===== src/rtl/downstream_cancel_sequencer.sv =====
// Round-robin arbiter that serialises saturating read-modify-write updates
// to the per-client cancelled-total RAM, one update every four cycles.
module downstream_cancel_sequencer #(
    parameter int unsigned NUM_REQ = 2,
    parameter int unsigned DATA_W  = 32,
    parameter int unsigned ADDR_W  = 5
) (
    input  logic                      clk,
    input  logic                      rst_n,
    input  logic [NUM_REQ-1:0]        req_valid,
    output logic [NUM_REQ-1:0]        req_ready,
    input  logic [NUM_REQ*ADDR_W-1:0] req_client,
    input  logic [NUM_REQ*DATA_W-1:0] req_amount,
    output logic [ADDR_W-1:0]         ram_rd_addr,
    input  logic [DATA_W-1:0]         ram_rd_data,
    output logic                      ram_wr_en,
    output logic [ADDR_W-1:0]         ram_wr_addr,
    output logic [DATA_W-1:0]         ram_wr_data,
    output logic                      done_valid,
    output logic [2:0]                done_src,
    output logic [ADDR_W-1:0]         done_client,
    output logic [DATA_W-1:0]         done_total,
    output logic                      done_sat,
    output logic                      busy
);

    localparam int unsigned PTR_W = (NUM_REQ > 1) ? $clog2(NUM_REQ) : 1;

    typedef enum logic [1:0] {
        IDLE,
        RD,
        ADD,
        WR
    } state_e;

    state_e              state_q, state_d;
    logic [PTR_W-1:0]    rr_ptr_q, rr_ptr_d;
    logic [ADDR_W-1:0]   client_q;
    logic [DATA_W-1:0]   amount_q;
    logic [2:0]          src_q;
    logic [ADDR_W-1:0]   rd_addr_q;
    logic [2:0]          dsrc_q;
    logic [ADDR_W-1:0]   dclient_q;
    logic [DATA_W-1:0]   dtotal_q;
    logic                dsat_q;

    logic [NUM_REQ-1:0]  gnt;
    logic                gnt_found;
    int unsigned         gnt_idx;
    int unsigned         scan_idx;
    logic [DATA_W:0]     sum;
    logic                sum_sat;
    logic [DATA_W-1:0]   sum_res;

    // Scan from rr_ptr upward (wrapping) and grant the first valid feed.
    always_comb begin
        gnt       = '0;
        gnt_found = 1'b0;
        gnt_idx   = 0;
        scan_idx  = 0;
        if (state_q == IDLE) begin
            for (int unsigned k = 0; k < NUM_REQ; k++) begin
                scan_idx = (32'(rr_ptr_q) + k) % NUM_REQ;
                if (!gnt_found && req_valid[scan_idx]) begin
                    gnt_found     = 1'b1;
                    gnt[scan_idx] = 1'b1;
                    gnt_idx       = scan_idx;
                end
            end
        end
    end

    assign sum     = {1'b0, ram_rd_data} + {1'b0, amount_q};
    assign sum_sat = sum[DATA_W];
    assign sum_res = sum_sat ? '1 : sum[DATA_W-1:0];

    always_comb begin
        state_d  = state_q;
        rr_ptr_d = rr_ptr_q;
        unique case (state_q)
            IDLE: begin
                if (gnt_found) begin
                    state_d  = RD;
                    rr_ptr_d = PTR_W'((gnt_idx + 1) % NUM_REQ);
                end
            end
            RD:      state_d = ADD;
            ADD:     state_d = WR;
            WR:      state_d = IDLE;
            default: state_d = IDLE;
        endcase
    end

    always_ff @(posedge clk or negedge rst_n) begin
        if (!rst_n) begin
            state_q   <= IDLE;
            rr_ptr_q  <= '0;
            client_q  <= '0;
            amount_q  <= '0;
            src_q     <= '0;
            rd_addr_q <= '0;
            dsrc_q    <= '0;
            dclient_q <= '0;
            dtotal_q  <= '0;
            dsat_q    <= 1'b0;
        end else begin
            state_q  <= state_d;
            rr_ptr_q <= rr_ptr_d;
            if (state_q == IDLE && gnt_found) begin
                src_q     <= 3'(gnt_idx);
                client_q  <= req_client[gnt_idx*ADDR_W +: ADDR_W];
                amount_q  <= req_amount[gnt_idx*DATA_W +: DATA_W];
                rd_addr_q <= req_client[gnt_idx*ADDR_W +: ADDR_W];
            end
            // done_* registers double as the write port and hold after the pulse.
            if (state_q == ADD) begin
                dsrc_q    <= src_q;
                dclient_q <= client_q;
                dtotal_q  <= sum_res;
                dsat_q    <= sum_sat;
            end
        end
    end

    // Reset forces IDLE, so gating with rst_n keeps req_ready low during reset.
    assign req_ready   = rst_n ? gnt : '0;
    assign ram_rd_addr = rd_addr_q;
    assign ram_wr_en   = (state_q == WR);
    assign ram_wr_addr = dclient_q;
    assign ram_wr_data = dtotal_q;
    assign done_valid  = (state_q == WR);
    assign done_src    = dsrc_q;
    assign done_client = dclient_q;
    assign done_total  = dtotal_q;
    assign done_sat    = dsat_q;
    assign busy        = (state_q != IDLE);

endmodule


===== config.mk =====
export PLATFORM = sky130hd
export DESIGN_NAME = downstream_cancel_sequencer
export DESIGN_NICKNAME = d
export VERILOG_FILES = /design/src/rtl/downstream_cancel_sequencer.sv
export SDC_FILE = /design/constraint.sdc
export NUM_CORES = 1
export LEC_CHECK = 0
export ABC_AREA = 1
export CORE_MARGIN = 3
export CORE_UTILIZATION = 52
export CTS_CLUSTER_DIAMETER = 200
export DETAILED_ROUTE_END_ITERATION = 10
export HOLD_SLACK_MARGIN = 0.05
export PLACE_DENSITY = 0.95
export SLEW_MARGIN = 20
export SYNTH_ARGS = -nofsm -noshare
export SYNTH_HDL_FRONTEND = slang
export SYNTH_SLANG_ARGS = --single-unit

===== constraint.sdc =====
create_clock -name clk -period 5.7 [get_ports clk]
set_input_delay 0.57 -clock clk [delete_from_list [all_inputs] [get_ports clk]]
set_output_delay 0.57 -clock clk [all_outputs]
set_load 0.1 [all_outputs]

==> run metrics <==
Std-Cell Rows 39; Die X 116.2 µm; hpwl dp 13.70 mm; Yosys top cell area share 0.3169; GRT Util Overall 0.2622; number of flops mapped to enable cells by yosys 0; Synth area leaders dfrtp_1 32%, nand2_1 24%, inv_1 8.7%; number of iterations in the first detailed-routing pass 5; worst rel slew slack 0.3260; unrepaired setup endpoints after global routing no; maximum root-to-sink buffer count 2; Vias 6399; worst path cell trace inv_1, ha_1, nand2_1, inv_1, nand2_1, nor2_1, clkdlybuf4s50_1; Tightest Hold Check Type reg2reg; Final ANT Viol Nets 0; Seq/Total Area, Yosys 0.3169; Synth-to-Final Area Change 33.14%; share of post-route cells with drive strength above 1 0.06437; Clock Latency Late Sink 0.34 ns; vias in the first global route 6052; worst-path maximum fanout 6; Final setup viols 0; largest net degree at the start of global routing 80; Top FF cell, synth dfrtp_1; Worst Tran Pin Value 1.008 ns; met3 Resource Use GR 0.02798; Crit path depth 7; Netlist cell types 36; CTS tree done; first-pass GRT wire length 28.36 mm; Hold Crit Depth 2; Clock Sink Count 80; top-count cell post-synth nand2_1; Crit-path slowest cell clkdlybuf4s50_1; worst setup path class reg2out; Fin. Hold Viols 0; post-synthesis register bit count 80; postcts setup bufs 0; number of max-cap violations 0; n_diodes 0; fin crit share 0.5611; gpl congestion 0.9710; initial drt markers 441; Critical Path AT 2.63 ns; starting density of the core 0.5417; cell count of the worst reg-to-reg path 14; synthesized area 6317 µm²; hold buffer count at cts 1; Final Hold Slack 0.4863 ns; status finished, final reports clean; Yosys warnings 0; clock tree root buffer cell clkbuf_16; Synth area leader dfrtp_1; Startpoint Class register; CTS clk-pin slew, worst paths 0.06 ns; WP data required 5.13 ns; met1 Use GR 0.3662; peak per-stage delay on the critical path 1.13 ns; post-synthesis instance total 975; Placement Setup Slack 2.556 ns; initial antenna violation count 0; CP delay by family, top buffers and inverters; CP endpoint kind output pin; clock skew 0.008320 ns; gr ovfl total 0; WP buf/inv 3; CTS Buf Count 9; Max Slew Vio Count 0; Avg Cell Area, Syn 6.479 µm²; Final nets 1276; die height 116.2 µm; Ports 198; total wire length 17.31 mm; met2 usage 0.4298; via/cell ratio 5.011; busiest layer in global routing met2; DR DRC count 0; final worst path period need 3.198 ns; Die Footprint 13510 µm²; Final Util 0.7212; post-CTS sizing 0; final worst slack 2.502 ns; WL/cell 13.56 µm; total core area 11660 µm²; most frequent cells after synthesis 403 x nand2_1, 146 x inv_1, 80 x dfrtp_1, 67 x nand3_1, 58 x nor2_1; Port Buffers 195; Max H-tree Level 3; Post-synth ARST share 1.000; Final TNS setup 0 ns; Fmax 312.7 MHz
==> metrics by stage <==
stage,cell area [µm²],cells
after floorplan,6321,976
after global placement,8079,1260
after detailed placement,8079,1260
after CTS,8411,1277
after global routing,8411,1277
final,8411,1277
==> state kept, by name, indices dropped and copies added, names as in the netlist <==
name	flops
done_total	32
done_client	5
rr_ptr_q	1
amount_q	32
src_q	1
done_src	1
ram_rd_addr	5
state_q	2
done_sat	1
==> layout by cell type (no fill, tap or decap), drive strengths merged, types with 3 or more instances in the layout <==
cell	netlist	final
a21oi	31	31
buf	53	7
clkbuf	6	10
clkdlybuf4s50	0	193
clkinv	0	3
dfrtp	80	80
ha	36	36
inv	155	155
nand2	415	415
nand3	78	78
nor2	64	64
nor3	8	8
o21ai	21	21
or2	3	3
xnor2	15	15
==> final timing paths <==
check	endpoint	startpoint	slack, ns
min in group asynchronous	done_src[0]$_DFFE_PN0P_	rst_n	0.55
max in group asynchronous	done_total[31]$_DFFE_PN0P_	rst_n	4.01
hold / removal	done_src[0]$_DFFE_PN0P_	done_src[0]$_DFFE_PN0P_	0.49
hold reg to reg	done_src[0]$_DFFE_PN0P_	done_src[0]$_DFFE_PN0P_	0.49
setup / recovery	req_ready[1]	state_q[0]$_DFFE_PN0P_	2.50
setup reg to reg	done_total[12]$_DFFE_PN0P_	amount_q[0]$_DFFE_PN0P_	3.24
==> layer usage <==
layer | wire, µm | share of wire
met1 | 7716 | 0.45
met2 | 8116 | 0.47
met3 | 1127 | 0.065
met4 | 349 | 0.020
met5 | 0 | 0
==> kinds of logic after synthesis <==
family | Yosys count | synth area share
buf+inv | 214 | 0.1571
fa+ha+maj | 37 | 0.07447
flops | 80 | 0.3169
other cells | 1 | 0.0005936
xor+xnor | 15 | 0.02080
compound gates | 54 | 0.04773
simple gates | 574 | 0.3825
==> worst register-to-register path: cells and delay by family, from the launching register on <==
| family | cells | cell delay [ns] |
|---|---|---|
| AO/OA/AOI/OAI | 1 | 0.10 |
| adder cells (fa/ha/maj) | 2 | 0.68 |
| buffers and inverters | 1 | 0.06 |
| flip-flops | 1 | 0.40 |
| AND/OR/NAND/NOR | 10 | 1.11 |
==> cell type report <==
class / instances / area [µm²]
well taps: 143 / 178.9
multi-input cells: 682 / 3329
clock buffers: 10 / 239.0
inverters: 155 / 584.3
repair buffers: 201 / 1994
fillers: 903 / 3252
clock inverters: 6 / 82.58
flip-flops and latches: 80 / 2002
Power is not shown: default switching activity piles up to over one toggle a cycle in this logic, so the estimate is an artifact.
